$ cat config.mk
export PLATFORM = sky130hd
export DESIGN_NAME = wb_rr_arb3
export DESIGN_NICKNAME = d
export VERILOG_FILES = /design/src/rtl/wb_arb_pkg.sv /design/src/rtl/rr_pick3.sv /design/src/rtl/wb_rr_arb3.sv
export SDC_FILE = /design/constraint.sdc
export NUM_CORES = 1
export LEC_CHECK = 0
export CAP_MARGIN = 10
export CORE_AREA = 4 4 171 173
export CTS_BUF_LIST = sky130_fd_sc_hd__clkbuf_4
export CTS_CLUSTER_SIZE = 25
export DETAILED_ROUTE_END_ITERATION = 10
export DIE_AREA = 0 0 175 177
export MAX_ROUTING_LAYER = met4
export PLACE_DENSITY = 0.47
export SYNTH_ARGS = -nofsm -noshare
export SYNTH_HDL_FRONTEND = slang
export SYNTH_HIERARCHICAL = 1
export SYNTH_SLANG_ARGS = --single-unit
$ cat constraint.sdc
create_clock -name wb_clk_i -period 2.25 [get_ports wb_clk_i]
set_input_delay 0.675 -clock wb_clk_i [delete_from_list [all_inputs] [get_ports wb_clk_i]]
set_output_delay 0.675 -clock wb_clk_i [all_outputs]
set_load 0.02 [all_outputs]
$ cat src/rtl/wb_arb_pkg.sv
// rtl/wb_arb_pkg.sv - shared types, constants and rotate helpers for the three-master Wishbone arbiter
package wb_arb_pkg;

  typedef enum logic {
    ST_IDLE = 1'b0,
    ST_BUSY = 1'b1
  } arb_state_t;

  localparam int NUM_MASTERS = 3;
  localparam int WDOG_W_DEF  = 8;

  // Master 0 must win the first arbitration after reset, so "last" starts at master 2.
  localparam logic [NUM_MASTERS-1:0] LAST_RST = 3'b100;

  function automatic logic [1:0] onehot_idx(input logic [NUM_MASTERS-1:0] oh);
    case (oh)
      3'b001:  return 2'd0;
      3'b010:  return 2'd1;
      default: return 2'd2;
    endcase
  endfunction

  function automatic logic [NUM_MASTERS-1:0] rot3r(input logic [NUM_MASTERS-1:0] v,
                                                   input logic [1:0] n);
    case (n)
      2'd1:    return {v[0], v[2:1]};
      2'd2:    return {v[1:0], v[2]};
      default: return v;
    endcase
  endfunction

endpackage

$ cat src/rtl/rr_pick3.sv
// rtl/rr_pick3.sv - combinational rotate-priority picker: first requester after the last winner
module rr_pick3 import wb_arb_pkg::*; (
  input  logic [NUM_MASTERS-1:0] i_req,
  input  logic [NUM_MASTERS-1:0] i_last,
  output logic [NUM_MASTERS-1:0] o_win
);

  logic [1:0]             w_last_idx;
  logic [1:0]             w_start;
  logic [1:0]             w_back;
  logic [NUM_MASTERS-1:0] w_rot;
  logic [NUM_MASTERS-1:0] w_pe;

  // Rotate so bit 0 is the master right after the last winner, take the lowest set bit, rotate back.
  always_comb begin
    w_last_idx = onehot_idx(i_last);
    w_start    = (w_last_idx == 2'd2) ? 2'd0 : w_last_idx + 2'd1;
    w_back     = (w_start == 2'd0) ? 2'd0 : 2'd3 - w_start;
    w_rot      = rot3r(i_req, w_start);
    w_pe       = '0;
    if (w_rot[0]) begin
      w_pe = 3'b001;
    end else if (w_rot[1]) begin
      w_pe = 3'b010;
    end else if (w_rot[2]) begin
      w_pe = 3'b100;
    end
    o_win = rot3r(w_pe, w_back);
  end

endmodule

$ cat src/rtl/wb_rr_arb3.sv
// rtl/wb_rr_arb3.sv - three-master Wishbone B3 round-robin arbiter with a stalled-transfer watchdog
module wb_rr_arb3 import wb_arb_pkg::*; #(
  parameter int dw   = 32,
  parameter int aw   = 32,
  parameter int TO_W = WDOG_W_DEF
) (
  input  logic          wb_clk_i,
  input  logic          wb_rst_i,

  input  logic [aw-1:0] wbm0_adr_i,
  input  logic [dw-1:0] wbm0_dat_i,
  input  logic [3:0]    wbm0_sel_i,
  input  logic [2:0]    wbm0_cti_i,
  input  logic [1:0]    wbm0_bte_i,
  input  logic          wbm0_cyc_i,
  input  logic          wbm0_stb_i,
  input  logic          wbm0_we_i,
  output logic [dw-1:0] wbm0_dat_o,
  output logic          wbm0_ack_o,
  output logic          wbm0_err_o,
  output logic          wbm0_rty_o,

  input  logic [aw-1:0] wbm1_adr_i,
  input  logic [dw-1:0] wbm1_dat_i,
  input  logic [3:0]    wbm1_sel_i,
  input  logic [2:0]    wbm1_cti_i,
  input  logic [1:0]    wbm1_bte_i,
  input  logic          wbm1_cyc_i,
  input  logic          wbm1_stb_i,
  input  logic          wbm1_we_i,
  output logic [dw-1:0] wbm1_dat_o,
  output logic          wbm1_ack_o,
  output logic          wbm1_err_o,
  output logic          wbm1_rty_o,

  input  logic [aw-1:0] wbm2_adr_i,
  input  logic [dw-1:0] wbm2_dat_i,
  input  logic [3:0]    wbm2_sel_i,
  input  logic [2:0]    wbm2_cti_i,
  input  logic [1:0]    wbm2_bte_i,
  input  logic          wbm2_cyc_i,
  input  logic          wbm2_stb_i,
  input  logic          wbm2_we_i,
  output logic [dw-1:0] wbm2_dat_o,
  output logic          wbm2_ack_o,
  output logic          wbm2_err_o,
  output logic          wbm2_rty_o,

  output logic [aw-1:0] wbs_adr_o,
  output logic [dw-1:0] wbs_dat_o,
  output logic [3:0]    wbs_sel_o,
  output logic [2:0]    wbs_cti_o,
  output logic [1:0]    wbs_bte_o,
  output logic          wbs_cyc_o,
  output logic          wbs_stb_o,
  output logic          wbs_we_o,
  input  logic [dw-1:0] wbs_dat_i,
  input  logic          wbs_ack_i,
  input  logic          wbs_err_i,
  input  logic          wbs_rty_i,

  output logic [NUM_MASTERS-1:0] grant_o,
  output logic          timeout_o
);

  arb_state_t             r_state;
  arb_state_t             w_state_nxt;
  logic [NUM_MASTERS-1:0] r_grant;
  logic [NUM_MASTERS-1:0] w_grant_nxt;
  logic [NUM_MASTERS-1:0] r_last;
  logic [NUM_MASTERS-1:0] w_last_nxt;
  logic [TO_W-1:0]        r_wdog;
  logic [TO_W-1:0]        w_wdog_nxt;

  logic [NUM_MASTERS-1:0] w_cyc;
  logic [NUM_MASTERS-1:0] w_stb;
  logic [NUM_MASTERS-1:0] w_we;
  logic [aw-1:0]          w_adr [NUM_MASTERS];
  logic [dw-1:0]          w_dat [NUM_MASTERS];
  logic [3:0]             w_sel [NUM_MASTERS];
  logic [2:0]             w_cti [NUM_MASTERS];
  logic [1:0]             w_bte [NUM_MASTERS];

  logic [NUM_MASTERS-1:0] w_win;
  logic                   w_cyc_req;
  logic                   w_stb_req;
  logic                   w_term;
  logic                   w_expire;
  logic [aw-1:0]          w_mux_adr;
  logic [dw-1:0]          w_mux_dat;
  logic [3:0]             w_mux_sel;
  logic [2:0]             w_mux_cti;
  logic [1:0]             w_mux_bte;
  logic                   w_mux_we;
  logic [NUM_MASTERS-1:0] w_ack;
  logic [NUM_MASTERS-1:0] w_err;
  logic [NUM_MASTERS-1:0] w_rty;

  assign w_cyc = {wbm2_cyc_i, wbm1_cyc_i, wbm0_cyc_i};
  assign w_stb = {wbm2_stb_i, wbm1_stb_i, wbm0_stb_i};
  assign w_we  = {wbm2_we_i,  wbm1_we_i,  wbm0_we_i};

  assign w_adr[0] = wbm0_adr_i;
  assign w_adr[1] = wbm1_adr_i;
  assign w_adr[2] = wbm2_adr_i;
  assign w_dat[0] = wbm0_dat_i;
  assign w_dat[1] = wbm1_dat_i;
  assign w_dat[2] = wbm2_dat_i;
  assign w_sel[0] = wbm0_sel_i;
  assign w_sel[1] = wbm1_sel_i;
  assign w_sel[2] = wbm2_sel_i;
  assign w_cti[0] = wbm0_cti_i;
  assign w_cti[1] = wbm1_cti_i;
  assign w_cti[2] = wbm2_cti_i;
  assign w_bte[0] = wbm0_bte_i;
  assign w_bte[1] = wbm1_bte_i;
  assign w_bte[2] = wbm2_bte_i;

  rr_pick3 u_pick (
    .i_req  (w_cyc),
    .i_last (r_last),
    .o_win  (w_win)
  );

  // Grant is all-zero in IDLE, so the AND-OR mux also yields the idle-bus zeros.
  always_comb begin
    w_mux_adr = '0;
    w_mux_dat = '0;
    w_mux_sel = '0;
    w_mux_cti = '0;
    w_mux_bte = '0;
    w_mux_we  = 1'b0;
    for (int n = 0; n < NUM_MASTERS; n++) begin
      if (r_grant[n]) begin
        w_mux_adr = w_mux_adr | w_adr[n];
        w_mux_dat = w_mux_dat | w_dat[n];
        w_mux_sel = w_mux_sel | w_sel[n];
        w_mux_cti = w_mux_cti | w_cti[n];
        w_mux_bte = w_mux_bte | w_bte[n];
        w_mux_we  = w_mux_we  | w_we[n];
      end
    end
  end

  assign w_cyc_req = |(r_grant & w_cyc);
  assign w_stb_req = |(r_grant & w_stb);
  assign w_term    = wbs_ack_i | wbs_err_i | wbs_rty_i;
  // A slave termination in the expiry cycle takes precedence over the watchdog.
  assign w_expire  = (r_state == ST_BUSY) && w_stb_req && !w_term && (r_wdog == '1);

  always_ff @(posedge wb_clk_i or posedge wb_rst_i) begin
    if (wb_rst_i) begin
      r_state <= ST_IDLE;
      r_grant <= '0;
      r_last  <= LAST_RST;
      r_wdog  <= '0;
    end else begin
      r_state <= w_state_nxt;
      r_grant <= w_grant_nxt;
      r_last  <= w_last_nxt;
      r_wdog  <= w_wdog_nxt;
    end
  end

  always_comb begin
    w_state_nxt = r_state;
    w_grant_nxt = r_grant;
    w_last_nxt  = r_last;
    w_wdog_nxt  = '0;
    case (r_state)
      ST_IDLE: begin
        if (|w_cyc) begin
          w_state_nxt = ST_BUSY;
          w_grant_nxt = w_win;
          w_last_nxt  = w_win;
        end
      end
      ST_BUSY: begin
        if (!w_cyc_req) begin
          w_state_nxt = ST_IDLE;
          w_grant_nxt = '0;
        end else if (w_stb_req && !w_term && !w_expire) begin
          w_wdog_nxt = r_wdog + 1'b1;
        end
      end
      default: begin
        w_state_nxt = ST_IDLE;
        w_grant_nxt = '0;
      end
    endcase
  end

  assign wbs_adr_o = w_mux_adr;
  assign wbs_dat_o = w_mux_dat;
  assign wbs_sel_o = w_mux_sel;
  assign wbs_cti_o = w_mux_cti;
  assign wbs_bte_o = w_mux_bte;
  assign wbs_we_o  = w_mux_we;
  assign wbs_cyc_o = w_cyc_req;
  assign wbs_stb_o = w_stb_req & ~w_expire;

  assign w_ack = r_grant & {NUM_MASTERS{wbs_ack_i}};
  assign w_err = r_grant & {NUM_MASTERS{wbs_err_i | w_expire}};
  assign w_rty = r_grant & {NUM_MASTERS{wbs_rty_i}};

  assign wbm0_ack_o = w_ack[0];
  assign wbm1_ack_o = w_ack[1];
  assign wbm2_ack_o = w_ack[2];
  assign wbm0_err_o = w_err[0];
  assign wbm1_err_o = w_err[1];
  assign wbm2_err_o = w_err[2];
  assign wbm0_rty_o = w_rty[0];
  assign wbm1_rty_o = w_rty[1];
  assign wbm2_rty_o = w_rty[2];

  assign wbm0_dat_o = wbs_dat_i;
  assign wbm1_dat_o = wbs_dat_i;
  assign wbm2_dat_o = wbs_dat_i;

  assign grant_o   = r_grant;
  assign timeout_o = w_expire;

endmodule

Yosys cells after proc, flatten, opt, wreduce, memory -nomap -nowiden:

Cells that the tools add are included.

* bitwise gates (word level): 23
* $add $sub $neg: 3
* reductions and logical operators: 13
* equal/unequal tests: 10
* mux-type cells: 35

Operators with widths (number)
* two-way mux 32 bit: 6
* bitwise OR 32 bit: 4
* two-way mux 3 bit: 8
* two-way mux 8 bit: 3
* case mux 3 bit (2 select lines): 3
* bitwise AND 3 bit: 5
* two-way mux 4 bit: 3
* two-way mux 2 bit: 5
* OR reduction 3 bit: 3
* adder 8 x 1 -> 8 bit (second input constant): 1
* equality test 8 bit (second input constant): 1
* bitwise OR 4 bit: 2
* equality test 2 bit (second input constant): 3
* bitwise OR 3 bit: 2
* logical AND 1 bit: 5
* two-way mux 1 bit: 5
* bitwise OR 1 bit: 5
* equality test 2 x 1 -> 1 bit (second input constant): 2
* inequality test 2 bit (second input constant): 2
* bitwise OR 2 bit: 2
* case mux 2 bit (2 select lines): 1
* AND reduction 2 bit: 2
* equality test 3 x 1 -> 1 bit (second input constant): 1
* equality test 3 x 2 -> 1 bit (second input constant): 1
* 7 further kinds: 9

* register bits after elaboration: 15
* logic and storage cells: 88

Longest topological paths before layout:

* depth after elaboration: 12
* mapped depth: 5

Hierarchy:

Netlist, hierarchy kept.

Modules (own cells, without submodules)
* wb_rr_arb3: area each 2603.7 sq um, times used 1, cells each 343
* rr_pick3: area each 75.1 sq um, times used 1, cells each 10

Worst setup path after synthesis:

No wires, ideal clock.

* path type: input to output
* start point: input port wbm0_stb_i
* end point: output port wbm0_err_o
* stages: 4
* data required time: 1.575 ns
* data arrival time: 1.832 ns
* path slack: -0.257 ns
* path buffers: 0
* path through: a222oi_1 -> or4_4 -> nor2_2 -> o21a_1

* longest elaborated chain between the ends: 7

Ends and longest elaborated chain
* from (decl): line wb_rr_arb3.sv:16 `input logic wbm0_stb_i,`
* bitwise AND 3 bit: line wb_rr_arb3.sv:146 `assign w_stb_req = |(r_grant & w_stb);`
* OR reduction 3 bit: line wb_rr_arb3.sv:146
* logical AND 1 bit (3 in a row): line wb_rr_arb3.sv:149 `assign w_expire = (r_state == ST_BUSY) && w_stb_req && !w_term && (r_wdog == '1);`
* net timeout_o: line wb_rr_arb3.sv:63 `output logic timeout_o`
* bitwise OR 1 bit: line wb_rr_arb3.sv:203 `assign w_err = r_grant & {NUM_MASTERS{wbs_err_i | w_expire}};`
* bitwise AND 3 bit: line wb_rr_arb3.sv:203
* to (decl): line wb_rr_arb3.sv:20 `output logic wbm0_err_o,`

The timed path passes the listed nets, and every way through them passes these cells.

Final worst setup path:

* start point: input port wbm0_dat_i[9]
* end point: output port wbs_dat_o[9]

* longest elaborated chain between the ends: 5

Ends and longest elaborated chain
* from (decl): line wb_rr_arb3.sv:11 `input logic [dw-1:0] wbm0_dat_i,`
* two-way mux 32 bit *: line wb_rr_arb3.sv:134 `if (r_grant[n]) begin`
* bitwise OR 32 bit: line wb_rr_arb3.sv:136 `w_mux_dat = w_mux_dat | w_dat[n];`
* two-way mux 32 bit *: line wb_rr_arb3.sv:134
* bitwise OR 32 bit: line wb_rr_arb3.sv:136
* two-way mux 32 bit *: line wb_rr_arb3.sv:134
* to (decl): line wb_rr_arb3.sv:50 `output logic [dw-1:0] wbs_dat_o,`

Mark *: on every way between the ends. The rest lies on a longest branch, timed or not.

==> summary.json <==
{
  "status": "complete, but fails checks",
  "violations": "negative setup slack",
  "total_power_divided_by_cell_area_nw_per_um2": 949,
  "worstSetupStartpointType": "primary input",
  "post_synth.cell_area_avg_um2": 7.59,
  "drv_cap": 0,
  "routed_wire_length_per_instance_um": 18.7,
  "dp_hpwl_um": 14800,
  "die-width_um": 175,
  "cp-end-kind": "output port",
  "post-route-worst-setup-slack_ns": -0.275,
  "timing.critical_path.fanout_max": 1,
  "floorplan_row_count": 61,
  "p_total_w": 0.00582,
  "critPathMaxStageDelay_ns": 0.45,
  "hold_path.class": "flop to flop",
  "first_pass_iters": 5,
  "arrival_ns": 1.85,
  "top_level_ports": 450,
  "worstSetupPathType": "primary input to output port",
  "yosys.cell_types.count": 34,
  "post_route_cells_drive_above_1_share_pct": 29.0,
  "totalWireLength_um": 18800,
  "achievable-frequency_mhz": 396,
  "area.growth.synth_to_final_pct": 129,
  "pre_cts_slack_ns": -1.09,
  "period_minus_slack_ns": 2.53,
  "worst_clock_skew_ns": 0.00434,
  "grt_first_pass_wirelength_um": 25400,
  "cp_cell_sequence": "clkdlybuf4s50_1 -> a222oi_1 -> inv_1 -> buf_2",
  "clk_latency_ns": 0.28,
  "seq_area_frac_synth_pct": 14.1,
  "yosys.area_share.xor_xnor_pct": 1.96,
  "vias": 3812,
  "highest-signal-layer": "met4",
  "drt_first_iter_violations": 422,
  "cts_clock_pin_slew_for_the_worst_setup_and_hold_paths_ns": 0.09,
  "drt.antenna.violating_nets": 0,
  "htreeDepth": 1,
  "critical_path.n_buffers_inverters": 3,
  "cts.sinks": 15,
  "ys_warn_count": 6,
  "worst-endpoint-required_ns": 1.57,
  "tritoncts_clock_tree": "built",
  "share_of_the_synthesized_area_in_the_top_cell_type_pct": 28.0,
  "postPlaceCellArea_um2": 5920,
  "fin_nets": 891,
  "synth_top_family_by_area": "buffers and inverters",
  "syn-instance-count": 353,
  "synth-compound-area-share_pct": 32.3,
  "drv_slew": 0,
  "ys_seq_elements": 15,
  "arithmetic_cell_share_of_the_synthesized_area_counting_full_adders_half_adders_and_majority_gates_pct": 0.467,
  "met1Wirelength_um": 7620,
  "timing_worst_slew_pin_value_ns": 0.452,
  "synth_top_cells_by_area": "sky130_fd_sc_hd__a222oi_1, sky130_fd_sc_hd__buf_4, sky130_fd_sc_hd__dfrtp_1, sky130_fd_sc_hd__inv_1, sky130_fd_sc_hd__clkbuf_1",
  "synth_area_um2": 2680,
  "max-clock-path-buffers": 2,
  "share_of_the_clock_period_used_by_the_worst_path_after_layout_pct": 112,
  "post_synth_most_frequent_cells": "sky130_fd_sc_hd__buf_4, sky130_fd_sc_hd__inv_1, sky130_fd_sc_hd__a222oi_1",
  "vdd_ir_drop_max_uv": 353,
  "hold_violations": 0,
  "count_of_flip_flops_with_a_built_in_enable_after_synthesis": 0,
  "die_area_um2": 31000,
  "cts-buffers-inserted": 3,
  "place.port_buffers": 321,
  "drt-vias-per-instance": 3.80,
  "placeableCoreArea_um2": 27600,
  "rsz0062_at_grt": "true",
  "critPathSlowestCell": "sky130_fd_sc_hd__a222oi_1",
  "final-setup-viol-count": 78,
  "mappedNetlistNets": 619,
  "met3_wirelength_um": 1900,
  "grt_antenna_before_repair": 1,
  "place.gp.congestion": 0.727,
  "synth_top_cell_by_area": "sky130_fd_sc_hd__a222oi_1",
  "pin_count_of_the_biggest_net_entering_global_routing": 30,
  "ys_dominant_reg_cell": "sky130_fd_sc_hd__dfrtp_1",
  "die_height_um": 177,
  "number_of_fill_cells": 3128,
  "number_of_global_route_vias_before_repair": 3915,
  "drcViolationCount": 0,
  "global_route.overflow_total": 0,
  "floorplan.initialDensity_pct": 9.70,
  "slew_headroom_pct": 69.8,
  "post_synth_mux_area_share_pct": 1.26,
  "reg2reg_setup_slack_ns": 0.47,
  "cts-hold-fix-buffers": 0,
  "groute.usage.overall_pct": 10.9,
  "synth.most_common_cell": "sky130_fd_sc_hd__buf_4",
  "final_cell_area_um2": 6130,
  "synthArstFlopShare_pct": 100,
  "met2_length_um": 9140,
  "critical-path-top-delay-family": "buffers and inverters",
  "power.leakage_nw": 3.08,
  "clk_root_buffer_cell": "sky130_fd_sc_hd__clkbuf_4",
  "synth_simple_gate_area_share_pct": 8.22
}
per-layer routing:
layer	vias to the layer above	GRT usage, %
met4	0	1.05
met2	303	18.5
li1	1756	-
met5	-	-
met3	9	3.50
met1	1744	13.3
what timing repair did:
item / in CTS / in global routing
pin swaps: 61 / 50
endpoints found under the setup margin: 89 / 85
gates resized for setup: 555 / 26
setup buffers: 12 / 8
cloned: 3 / 2
cell usage in the layout (no fill, tap or decap), types with 3 or more instances in the layout:
cell and instances:
sky130_fd_sc_hd__buf_4 46, sky130_fd_sc_hd__xnor2_1 3, sky130_fd_sc_hd__xor2_1 3, sky130_fd_sc_hd__dfrtp_1 11, sky130_fd_sc_hd__dlymetal6s2s_1 3, sky130_fd_sc_hd__clkbuf_4 5, sky130_fd_sc_hd__buf_12 7, sky130_fd_sc_hd__dlygate4sd2_1 86
sky130_fd_sc_hd__nand2_1 4, sky130_fd_sc_hd__buf_8 3, sky130_fd_sc_hd__a222oi_1 75, sky130_fd_sc_hd__nor2_1 12, sky130_fd_sc_hd__mux2_2 3, sky130_fd_sc_hd__clkdlybuf4s50_1 141, sky130_fd_sc_hd__o21a_2 3, sky130_fd_sc_hd__and2_1 7
sky130_fd_sc_hd__clkdlybuf4s15_1 5, sky130_fd_sc_hd__inv_1 75, sky130_fd_sc_hd__buf_2 31, sky130_fd_sc_hd__a22o_1 3, sky130_fd_sc_hd__dfrtp_2 3, sky130_fd_sc_hd__buf_6 63
per-stage QoR:
stage / hold slack [ns] / TNS [ns] / instances / utilization (%)
2_1_floorplan: 0.445 / -0.338 / 353 / -
3_3_place_gp: 0.532 / -42.88 / 975 / 21.4
3_5_place_dp: 0.530 / -43.50 / 975 / 21.4
4_1_cts: 0.544 / -10.23 / 993 / 21.7
5_1_grt: 0.565 / -13.60 / 1003 / 22.2
6_report: 0.535 / -5.59 / 1003 / 22.2
where the power goes:
group | internal [W] | switching [W] | leakage (nW) | total, W
logic | 0.00259 | 0.00266 | 2.87 | 0.00524
clock network | 0.0000807 | 0.0000884 | 0.0184 | 0.000169
registers | 0.000334 | 0.0000769 | 0.195 | 0.000411
total | 0.00300 | 0.00282 | 3.08 | 0.00582
final cells by class:
class / instances / area [um2] / area share (%)
inverter: 77 / 289 / 4.71
multi-input combinational: 138 / 1220 / 19.9
antenna: 1 / 2.50 / 0.0408
clock buffer: 4 / 30.0 / 0.490
sequential: 15 / 380 / 6.20
timing repair buffer: 390 / 3740 / 61.0
tap: 378 / 473 / 7.71
cells by family after synthesis:
logic type,after synthesis
flops,15
mux,3
xor+xnor,6
simple gates,39
buf+inv,200
compound gates,89
fa+ha+maj,1
final timing paths:
check                                to  cells after the start          start
max in group asynchronous     r_wdog[3]                      3       wb_rst_i
setup reg to reg             grant_o[1]                      9     grant_o[2]
hold reg to reg               r_wdog[0]                      2      r_wdog[0]
min in group asynchronous     r_last[0]                      2       wb_rst_i
hold / removal                r_wdog[0]                      2      r_wdog[0]
setup / recovery           wbs_dat_o[9]                      4  wbm0_dat_i[9]
worst min-delay path, stage by stage, from the launching register on:
cell,delay [ns]
sky130_fd_sc_hd__dfrtp_1,0.36
sky130_fd_sc_hd__buf_4,0.11
sky130_fd_sc_hd__nor2_1,0.04
flip-flops by register name, indices dropped and copies added, names as in the netlist:
| register | cells |
|---|---|
| r_last | 3 |
| r_state | 1 |
| r_wdog | 8 |
| grant_o | 3 |
Power figures use the tool's default switching activity.
